### src/rtl/muldiv_unit_if.sv
// Bus bundle for the multiply/divide unit: operation request, HI/LO moves,
// and the status/result outputs (busy, done, dbz, hi, lo).
interface muldiv_unit_if;
    logic        start;
    logic [1:0]  op;
    logic [31:0] SrcA;
    logic [31:0] SrcB;
    logic        mthi;
    logic        mtlo;
    logic [31:0] wdata;
    logic        busy;
    logic        done;
    logic        dbz;
    logic [31:0] hi;
    logic [31:0] lo;

    modport master (
        output start, op, SrcA, SrcB, mthi, mtlo, wdata,
        input  busy, done, dbz, hi, lo
    );

    modport slave (
        input  start, op, SrcA, SrcB, mthi, mtlo, wdata,
        output busy, done, dbz, hi, lo
    );
endinterface

### src/rtl/muldiv_unit.sv
// Iterative 32-bit MULT/MULTU/DIV/DIVU unit with HI/LO registers.
// Ports: clk, rst_n (async active-low), bus (muldiv_unit_if.slave).
module muldiv_unit (
    input  logic          clk,
    input  logic          rst_n,
    muldiv_unit_if.slave  bus
);
    typedef enum logic [1:0] {
        IDLE = 2'd0,
        CALC = 2'd1,
        FIX  = 2'd2
    } state_t;

    state_t      state_q, state_d;
    logic [4:0]  cnt_q, cnt_d;
    logic [1:0]  op_q, op_d;
    logic [31:0] a_q, a_d;
    logic [31:0] b_q, b_d;
    logic        sa_q, sa_d;
    logic        sb_q, sb_d;
    logic        bz_q, bz_d;
    logic [63:0] acc_q, acc_d;
    logic [31:0] hi_q, hi_d;
    logic [31:0] lo_q, lo_d;
    logic        done_q, done_d;
    logic        dbz_q, dbz_d;

    // op[1] selects divide, op[0] selects signed
    logic        is_div, is_sgn;
    logic [32:0] mul_sum;
    logic [63:0] mul_next;
    logic [32:0] div_sh;
    logic [33:0] div_diff;
    logic [63:0] div_next;
    logic [63:0] prod_fix;
    logic [31:0] quo_fix;
    logic [31:0] rem_fix;
    logic        in_sgn;
    logic [31:0] a_mag, b_mag;

    assign is_div = op_q[1];
    assign is_sgn = op_q[0];
    assign in_sgn = bus.op[0];

    assign a_mag = (in_sgn && bus.SrcA[31]) ? (~bus.SrcA + 32'd1) : bus.SrcA;
    assign b_mag = (in_sgn && bus.SrcB[31]) ? (~bus.SrcB + 32'd1) : bus.SrcB;

    // Shift-add: acc = {partial, multiplier}; low bit gates the add.
    assign mul_sum  = {1'b0, acc_q[63:32]}
                    + (acc_q[0] ? {1'b0, a_q} : 33'd0);
    assign mul_next = {mul_sum, acc_q[31:1]};

    // Restoring divide: acc = {remainder, dividend/quotient}.
    assign div_sh   = {acc_q[63:32], acc_q[31]};
    assign div_diff = {1'b0, div_sh} - {2'b00, b_q};
    assign div_next = div_diff[33]
                    ? {div_sh[31:0], acc_q[30:0], 1'b0}
                    : {div_diff[31:0], acc_q[30:0], 1'b1};

    assign prod_fix = (is_sgn && (sa_q ^ sb_q)) ? (~acc_q + 64'd1) : acc_q;
    assign quo_fix  = (is_sgn && (sa_q ^ sb_q))
                    ? (~acc_q[31:0] + 32'd1) : acc_q[31:0];
    assign rem_fix  = (is_sgn && sa_q)
                    ? (~acc_q[63:32] + 32'd1) : acc_q[63:32];

    always_comb begin
        state_d = state_q;
        cnt_d   = cnt_q;
        op_d    = op_q;
        a_d     = a_q;
        b_d     = b_q;
        sa_d    = sa_q;
        sb_d    = sb_q;
        bz_d    = bz_q;
        acc_d   = acc_q;
        hi_d    = hi_q;
        lo_d    = lo_q;
        done_d  = 1'b0;
        dbz_d   = 1'b0;
        unique case (state_q)
            IDLE: begin
                if (bus.start) begin
                    state_d = CALC;
                    cnt_d   = 5'd0;
                    op_d    = bus.op;
                    a_d     = a_mag;
                    b_d     = b_mag;
                    sa_d    = bus.SrcA[31];
                    sb_d    = bus.SrcB[31];
                    bz_d    = (bus.SrcB == 32'd0);
                    acc_d   = bus.op[1] ? {32'd0, a_mag} : {32'd0, b_mag};
                end else begin
                    if (bus.mthi) hi_d = bus.wdata;
                    if (bus.mtlo) lo_d = bus.wdata;
                end
            end
            CALC: begin
                acc_d = is_div ? div_next : mul_next;
                cnt_d = cnt_q + 5'd1;
                if (cnt_q == 5'd31) state_d = FIX;
            end
            FIX: begin
                state_d = IDLE;
                done_d  = 1'b1;
                if (!is_div) begin
                    hi_d = prod_fix[63:32];
                    lo_d = prod_fix[31:0];
                end else if (bz_q) begin
                    dbz_d = 1'b1;
                end else begin
                    hi_d = rem_fix;
                    lo_d = quo_fix;
                end
            end
            default: state_d = IDLE;
        endcase
    end

    always_ff @(posedge clk or negedge rst_n) begin
        if (!rst_n) begin
            state_q <= IDLE;
            cnt_q   <= 5'd0;
            op_q    <= 2'd0;
            a_q     <= 32'd0;
            b_q     <= 32'd0;
            sa_q    <= 1'b0;
            sb_q    <= 1'b0;
            bz_q    <= 1'b0;
            acc_q   <= 64'd0;
            hi_q    <= 32'd0;
            lo_q    <= 32'd0;
            done_q  <= 1'b0;
            dbz_q   <= 1'b0;
        end else begin
            state_q <= state_d;
            cnt_q   <= cnt_d;
            op_q    <= op_d;
            a_q     <= a_d;
            b_q     <= b_d;
            sa_q    <= sa_d;
            sb_q    <= sb_d;
            bz_q    <= bz_d;
            acc_q   <= acc_d;
            hi_q    <= hi_d;
            lo_q    <= lo_d;
            done_q  <= done_d;
            dbz_q   <= dbz_d;
        end
    end

    assign bus.busy = (state_q != IDLE);
    assign bus.done = done_q;
    assign bus.dbz  = dbz_q;
    assign bus.hi   = hi_q;
    assign bus.lo   = lo_q;
endmodule

### src/flat_wrapper.sv
// flat-port wrapper written by rule: the top's interface ports become plain ports
module muldiv_unit_flat 
  (clk, rst_n, bus_start, bus_op, bus_SrcA, bus_SrcB, bus_mthi, bus_mtlo, bus_wdata, bus_busy, bus_done, bus_dbz, bus_hi, bus_lo);
  muldiv_unit_if bus_i ();
  input  logic clk;
  input  logic rst_n;
  input wire logic [$bits(bus_i.start)-1:0] bus_start;
  input wire logic [$bits(bus_i.op)-1:0] bus_op;
  input wire logic [$bits(bus_i.SrcA)-1:0] bus_SrcA;
  input wire logic [$bits(bus_i.SrcB)-1:0] bus_SrcB;
  input wire logic [$bits(bus_i.mthi)-1:0] bus_mthi;
  input wire logic [$bits(bus_i.mtlo)-1:0] bus_mtlo;
  input wire logic [$bits(bus_i.wdata)-1:0] bus_wdata;
  output wire logic [$bits(bus_i.busy)-1:0] bus_busy;
  output wire logic [$bits(bus_i.done)-1:0] bus_done;
  output wire logic [$bits(bus_i.dbz)-1:0] bus_dbz;
  output wire logic [$bits(bus_i.hi)-1:0] bus_hi;
  output wire logic [$bits(bus_i.lo)-1:0] bus_lo;
  assign bus_i.start = bus_start;
  assign bus_i.op = bus_op;
  assign bus_i.SrcA = bus_SrcA;
  assign bus_i.SrcB = bus_SrcB;
  assign bus_i.mthi = bus_mthi;
  assign bus_i.mtlo = bus_mtlo;
  assign bus_i.wdata = bus_wdata;
  assign bus_busy = bus_i.busy;
  assign bus_done = bus_i.done;
  assign bus_dbz = bus_i.dbz;
  assign bus_hi = bus_i.hi;
  assign bus_lo = bus_i.lo;
  muldiv_unit u_core (.clk(clk), .rst_n(rst_n), .bus(bus_i));
endmodule
### config.mk
export PLATFORM = sky130hd
export DESIGN_NAME = muldiv_unit_flat
export DESIGN_NICKNAME = d
export VERILOG_FILES = /design/src/rtl/muldiv_unit_if.sv /design/src/rtl/muldiv_unit.sv /design/src/flat_wrapper.sv
export SDC_FILE = /design/constraint.sdc
export NUM_CORES = 1
export LEC_CHECK = 0
export BUFFER_PORTS_ARGS = -buffer_cell sky130_fd_sc_hd__buf_2
export CAP_MARGIN = 40
export CORE_ASPECT_RATIO = 0.8
export CORE_UTILIZATION = 55
export DETAILED_ROUTE_END_ITERATION = 12
export GPL_ROUTABILITY_DRIVEN = 1
export GPL_TIMING_DRIVEN = 1
export PLACE_DENSITY = 0.74
export SLEW_MARGIN = 20
export SYNTH_ARGS = -nofsm -noshare
export SYNTH_HDL_FRONTEND = slang
export SYNTH_SLANG_ARGS = --single-unit
### constraint.sdc
create_clock -name clk -period 7.78 [get_ports clk]
set_clock_uncertainty 0.2 [all_clocks]
set_input_delay 2.334 -clock clk [delete_from_list [all_inputs] [get_ports clk]]
set_output_delay 2.334 -clock clk [all_outputs]
set_load 0.05 [all_outputs]
==> results of run 1 <==
[path summary, 6_finish.rpt]
path	slack, ns	cells past startpoint	start	to
hold / removal	0.27	2	u_core.a_q[29]	u_core.a_q[29]
min in group asynchronous	1.65	1	rst_n	u_core.b_q[6]
setup / recovery	2.95	9	bus_SrcA[12]	u_core.acc_q[28]
hold reg to reg	0.27	2	u_core.a_q[29]	u_core.a_q[29]
max in group asynchronous	4.70	3	rst_n	u_core.bus.hi[19]
setup reg to reg	3.14	12	u_core.acc_q[32]	u_core.acc_q[32]
[placed cells by master (no fill, tap or decap), types with 18 or more instances in the layout]
| cell type | netlist | final |
|---|---|---|
| nand2_1 | 265 | 264 |
| o21ai_0 | 223 | 223 |
| dfrtp_1 | 206 | 205 |
| buf_2 | 3 | 168 |
| a21oi_1 | 155 | 154 |
| nor2_1 | 131 | 130 |
| xnor2_1 | 99 | 99 |
| mux2i_1 | 78 | 78 |
| xor2_1 | 75 | 75 |
| ha_1 | 70 | 70 |
| inv_1 | 68 | 68 |
| and2_1 | 54 | 54 |
| nand3_1 | 36 | 36 |
| nor3_1 | 35 | 35 |
| a211oi_1 | 35 | 35 |
| o31ai_1 | 34 | 34 |
| a21o_1 | 29 | 29 |
| a31oi_1 | 28 | 28 |
| a22oi_1 | 24 | 24 |
| clkbuf_16 | 0 | 23 |
| buf_4 | 2 | 22 |
| or3_1 | 18 | 18 |
[power groups by stage]
stage	clock [mW]	combinational, mW	sequential (mW)
after floorplan	0	4.19	2.53
after global placement	0	6.08	2.30
after detailed placement	0	6.19	2.32
after CTS	1.10	6.22	2.30
after global routing	1.14	6.92	2.38
final	1.09	6.37	2.34
[metal layers]
layer | vias to the layer above | part of all wire
li1 | 7377 | -
met1 | 7707 | 0.45
met2 | 864 | 0.40
met3 | 79 | 0.12
met4 | 2 | 0.025
met5 | - | 0.00021
[synth_stat cells, drive strengths merged, types with 9 or more instances]
library cell and n:
and2 55, or4 13, inv 68, o21a 11, nand3 36, or3 18
xnor2 99, o211ai 15, a31oi 28, nor3 36, nand4 16, nor2 131
nor2b 17, nand2 267, ha 70, xor2 75, dfrtp 206, o221ai 13
nand2b 16, a21oi 155, o21ai 226, nor4 16, o31ai 35, a21o 29
mux2i 78, a221oi 9, buf 18, clkbuf 109, a22oi 24, a211oi 35
[kinds of logic (layout without fill, tap and decap cells)]
| group | count (synthesis) | in the layout |
|---|---|---|
| AOI/OAI and AO/OA | 634 | 634 |
| xor gates and xnor gates | 174 | 174 |
| muxes | 80 | 80 |
| other | 0 | 1 |
| adders and majority gates | 72 | 72 |
| buffers and inverters | 197 | 300 |
| and+or+nand+nor | 649 | 649 |
| DFF | 206 | 206 |
[final cells by class]
class / count / area [µm²] / area share
multi-input combinational: 1609 / 10200 / 0.570
sequential: 206 / 5160 / 0.287
timing repair buffer: 195 / 1120 / 0.0626
clock buffer: 30 / 612 / 0.0341
tap: 370 / 463 / 0.0258
inverter: 68 / 255 / 0.0142
clock inverter: 7 / 109 / 0.00607
antenna: 1 / 2.50 / 0.000139
[critical path: cells and delay by family]
| kind | cells | cell delay, ns |
|---|---|---|
| AOI/OAI and AO/OA | 4 | 1.25 |
| and+or+nand+nor | 3 | 1.15 |
| xor gates and xnor gates | 1 | 0.20 |
| buffers and inverters | 1 | 0.12 |
[through the flow]
stage / total power [mW] / cells / setup slack [ns]
floorplan: 6.71 / 2012 / 3.06
CTS: 9.62 / 2482 / 3.04
finish: 9.81 / 2486 / 2.95
detailed placement: 8.51 / 2445 / 2.48
global route: 10.4 / 2485 / 2.80
global placement: 8.37 / 2441 / 2.58
[sequential cells by signal (all words and copies together), names as in the netlist]
signal	cells
u_core.bus.hi	32
u_core.sa_q	1
u_core.bus.lo	32
u_core.op_q	2
u_core.bus.done	1
u_core.cnt_q	5
u_core.bus.dbz	1
u_core.bz_q	1
u_core.sb_q	1
u_core.state_q	2
u_core.acc_q	64
u_core.b_q	32
u_core.a_q	32
==> metrics.yaml, run 1 <==
route:
  dr.pass1.iters: 5
  wl_um: 58200
  wl_per_cell_um: 23.4
  via_per_inst: 6.45
  num_vias: 16000
  drc_errors: 0
  drt_iter0_drc: 2059
  ant_nets: 0
final_layout:
  syn2layout_area_growth_pct: 11.0
  final_nets: 2278
  fillers: 2589
  drive_gt1_frac: 0.118
  design_area_mm2: 0.0179
  final_core_util: 0.628
synthesis:
  ys.flop_type: "dfrtp_1"
  synth_async_sr_flop_share: 1.00
  synth_compound_area_frac: 0.239
  netlist.area_leader.share: 0.319
  syn-mean-instance-area_um2: 8.04
  synth_edf_count: 0
  synth_warnings: 0
  synth_area_mm2: 0.0162
  synth_simple_gate_area_frac: 0.190
  synth_nets: 2187
  ys_seq_area_frac: 0.319
  synth.distinct_cells: 76
  muxShareOfSynthArea: 0.0497
  synth_seq_cells: 206
  synth-adder-area-share: 0.0566
  synth_top_family_by_area: "compound AO/OA/AOI/OAI gates"
  synth_xor_area_frac: 0.0942
  yosysTopAreaCell: "dfrtp_1"
  synth_cells: 2012
  synth_area_leaders: "dfrtp_1, o21ai_0, nand2_1, ha_1, xnor2_1"
floorplanning:
  die_w_um: 194
  chipHeight_um: 155
  core_area_mm2: 0.0286
  design.portCount: 170
  start_util: 0.566
  die_area_mm2: 0.0301
  core.rowCount: 55
clocking:
  cts.path.max_buffers: 3
  clockRootBuffer: "clkbuf_16"
  insertion_delay_ns: 0.54
  cts_num_sinks: 206
  post_cts_buffers: 0
  cts_resized: 0
  htreeDepth: 1
  cts_hold_buf: 0
  clk_pin_slew_ns: 0.06
  cts_made_buffers: 23
  cts_tree: "built"
power:
  leakagePower_nw: 8.02
  internal-power_mw: 4.53
  power_frac_seq: 0.239
  power.switching_mw: 5.28
  switching_share: 0.538
  power_density_mw_per_mm2: 547
  vdd_drop_max_v: 0.000237
  clkPwrFrac: 0.111
  combPwrFrac: 0.650
sta:
  layout_min_cycle_time_ns: 4.83
  hold_viol: 0
  drv_slew: 0
  rsz0062_at_grt: "false"
  max-slew-margin-rel: 0.359
  fmax_ghz: 0.207
  worst_pin_slew_ns: 0.953
  setup_viol: 0
  hold_ws_ns: 0.271
  period_share: 0.620
  fin_setup_tns_ns: 0
worst_setup_path:
  critPathRequiredTime_ns: 8.03
  cp-start-kind: "input pin"
  worstPathArrival_ns: 5.07
  cpMaxStageDelayCell: "or4_1"
  crit_chain: "buf_2 -> or4_1 -> nor4b_1 -> nand2b_1 -> o21ai_1 -> o21ai_0 -> xnor2_1 -> o31a_1 -> a22oi_1"
  max_stage_delay_ns: 0.58
  cp-end-kind: "flop"
  critical_path_class: "in2reg"
  crit_path_max_fanout: 7
place:
  portBuffers: 169
  place_congestion: 0.983
  postPlaceCellArea_mm2: 0.0171
  hpwlAfterDp_um: 44500
global_route:
  grt_util_met1: 0.580
  antenna_found_initial: 1
  grt_overflow_total: 0
  groute.layer.met3.usage: 0.104
  grt_pass1_vias: 14700
  grt_pass1_wl_um: 88700
  met2_usage: 0.540
  busiest_layer: "met1"
  grt_usage: 0.384
  grt_max_degree: 88
worst_hold_path:
  hp-class: "reg2reg"
status:
  outcome: "completed"
flow_run:
  max_cap_violations: 0
Power figures use the tool's default switching activity.
==> run 2, diff against run 1 <==
- ABC_AREA: unset -> 1
- PLACE_DENSITY: 0.74 -> 0.73
- clock period: 7.78 -> 4.5 ns (I/O delays scaled with it)
==> run 2 against run 1 <==
Effect of this change: synthesized cell count increased by 68%; sequential cell count unchanged; via count increased by 49%; register-to-register slack got worse by 2.1 ns; sequential power grew 68%; clock-buffer cell count rose by 3; die area rose by 21%; routed wire length rose by 41%; clock power up 84%; critical path type is now reg2reg; highest routed layer unchanged.
==> metrics.yaml, run 2 <==
sta:
  setup_viol: 0
  rsz0062_at_grt: "false"
  hold_viol: 0
  worst_pin_slew_ns: 0.736
  layout_min_cycle_time_ns: 3.42
  fmax_ghz: 0.292
  max-slew-margin-rel: 0.509
  fin_setup_tns_ns: 0
  period_share: 0.760
  drv_slew: 0
floorplanning:
  start_util: 0.561
  core.rowCount: 61
  design.portCount: 170
  chipHeight_um: 171
  die_w_um: 213
  die_area_mm2: 0.0364
  core_area_mm2: 0.0349
clocking:
  clk_pin_slew_ns: 0.06
  cts_tree: "built"
  cts_made_buffers: 24
  cts_num_sinks: 206
  htreeDepth: 1
  cts_hold_buf: 0
  clockRootBuffer: "clkbuf_16"
  cts.path.max_buffers: 3
  cts_resized: 0
  post_cts_buffers: 0
  insertion_delay_ns: 0.57
synthesis:
  synth_seq_cells: 206
  yosys-top-cells-count: "nand2_1, inv_1, nor2_1, nand3_1, dfrtp_1"
  synth_edf_count: 0
  ys_seq_area_frac: 0.263
  netlist.area_leader.share: 0.263
  synth.distinct_cells: 45
  synth_async_sr_flop_share: 1.00
  synth.most_common_cell: "nand2_1"
  synth_area_mm2: 0.0196
  yosysTopAreaCell: "dfrtp_1"
  synth_warnings: 0
  synth_cells: 3372
  synth_area_leaders: "dfrtp_1, nand2_1, nand3_1, inv_1, nor2_1"
  synth_nets: 3547
  ys.flop_type: "dfrtp_1"
  syn-mean-instance-area_um2: 5.80
global_route:
  grt_pass1_wl_um: 122000
  antenna_found_initial: 1
  grt_overflow_total: 0
  grt_usage: 0.445
  grt_max_degree: 95
  grt_pass1_vias: 21600
worst_setup_path:
  critPathTopFamily: "simple AND/OR/NAND/NOR gates"
  path_common_cell: "nand2_4"
  crit_path_max_fanout: 24
  r2r-end: "u_core.acc_q[35]"
  r2r-start: "u_core.acc_q[47]"
  max_stage_delay_ns: 0.54
  critPathBufInv: 2
  critical_path_class: "reg2reg"
  crit_chain: "ha_1 -> nand2_2 -> nor2_1 -> inv_2 -> nor3_2 -> nand2_2 -> nand2_4 -> nand2_4 -> nand2_4 -> buf_4 -> nand4_1 -> nand3b_1 -> nand2_1"
  cpMaxStageDelayCell: "dfrtp_1"
  critPathRequiredTime_ns: 4.75
  worstPathArrival_ns: 3.67
  reg2reg_depth: 13
  r2r_slack_ns: 1.08
  cp-start-kind: "flop"
  cp-end-kind: "flop"
status:
  outcome: "completed"
final_layout:
  final_nets: 3668
  syn2layout_area_growth_pct: 10.7
  regMostFlops: "u_core.acc_q"
  drive_gt1_frac: 0.0866
  antenna_cells: 0
  final_cell_mix: "nand2_1, inv_1, nor2_1"
  largest_register_ffs: 64
  final_common_cell: "nand2_1"
power:
  vdd_drop_max_v: 0.000541
  clkPwrFrac: 0.101
  internal-power_mw: 8.01
  leakagePower_nw: 11.4
  combPwrFrac: 0.701
  power_density_mw_per_mm2: 915
  switching_share: 0.596
  power.switching_mw: 11.8
  power_frac_seq: 0.198
  p_total_mw: 19.8
place:
  portBuffers: 169
  hpwlAfterDp_um: 64200
  place_congestion: 1.07
worst_hold_path:
  hold_start: "u_core.a_q[15]"
  worstHoldEndpoint: "u_core.a_q[15]"
  hp-class: "reg2reg"
  whs_path_depth: 2
flow_run:
  max_cap_violations: 0
route:
  dr.pass1.iters: 8
  wl_um: 81900
  drc_errors: 0
  via_per_inst: 5.98
  drt_iter0_drc: 3459
  ant_nets: 0
  num_vias: 23800
  wl_per_cell_um: 20.6
## run 2: final cells by class
cell class                      count  area (µm²)
Timing Repair Buffer              203        1160
Multi-Input combinational cell   2564       12100
Tap cell                          472         591
Clock buffer                       33         664
Clock inverter                      9         105
Fill cell                        3481       13200
Sequential cell                   206        5160
Inverter                          494        1850
## run 2: power by group through the flow
stage          Clock [mW]  Combinational (mW)  Sequential (mW)
4_1_cts              1.99                13.5             3.85
3_3_place_gp            0                13.1             3.84
5_1_grt              2.06                15.3             3.96
2_1_floorplan           0                8.87             4.38
6_report             2.01                13.9             3.92
3_5_place_dp            0                13.4             3.87
## run 2: cell families (layout without fill, tap and decap cells)
family,count (synthesis),after routing,share of synthesized area
AOI/OAI and AO/OA,455,455,0.128
xor gates and xnor gates,38,38,0.0170
adders and majority gates,72,72,0.0468
buffers and inverters,602,739,0.118
DFF,206,206,0.263
and+or+nand+nor,1999,1999,0.427
## run 2: tightest hold or removal path, delay by kind of cell (launching register included)
kind / cells / cell delay (ns)
AOI/OAI and AO/OA: 1 / 0.06
DFF: 1 / 0.34
and+or+nand+nor: 1 / 0.05
## run 2: worst max path at each step
| stage | startpoint | end | slack [ns] | cells past startpoint |
|---|---|---|---|---|
| after floorplan | bus_SrcB[0] | u_core.acc_q[30] | 1.66 | 10 |
| after detailed placement | bus_op[0] | u_core.acc_q[22] | 1.06 | 9 |
| after global routing | u_core.acc_q[47] | u_core.acc_q[35] | 0.98 | 13 |
| final | u_core.acc_q[47] | u_core.acc_q[35] | 1.08 | 13 |
| after CTS | u_core.acc_q[47] | u_core.acc_q[35] | 1.24 | 13 |
| after global placement | bus_op[0] | u_core.acc_q[16] | 1.11 | 8 |
## run 2: per-layer routing
| metal | track usage | vias up | share of wire |
|---|---|---|---|
| met5 | 0 | - | 0.00016 |
| met4 | 0.235 | 2 | 0.063 |
| met3 | 0.137 | 310 | 0.14 |
| met2 | 0.626 | 1662 | 0.40 |
| met1 | 0.607 | 10800 | 0.40 |
| li1 | - | 11000 | - |
## run 2: through the flow
step | worst slack (ns) | cell area [µm²] | hold WS (ns) | util | std cells
2_1_floorplan | 1.66 | 19600 | 0.249 | - | 3372
5_1_grt | 0.976 | 21700 | 0.307 | 0.621 | 3981
4_1_cts | 1.24 | 21700 | 0.289 | 0.621 | 3981
3_3_place_gp | 1.11 | 20900 | 0.264 | 0.598 | 3938
6_report | 1.08 | 21700 | 0.288 | 0.621 | 3981
3_5_place_dp | 1.06 | 20900 | 0.273 | 0.599 | 3939
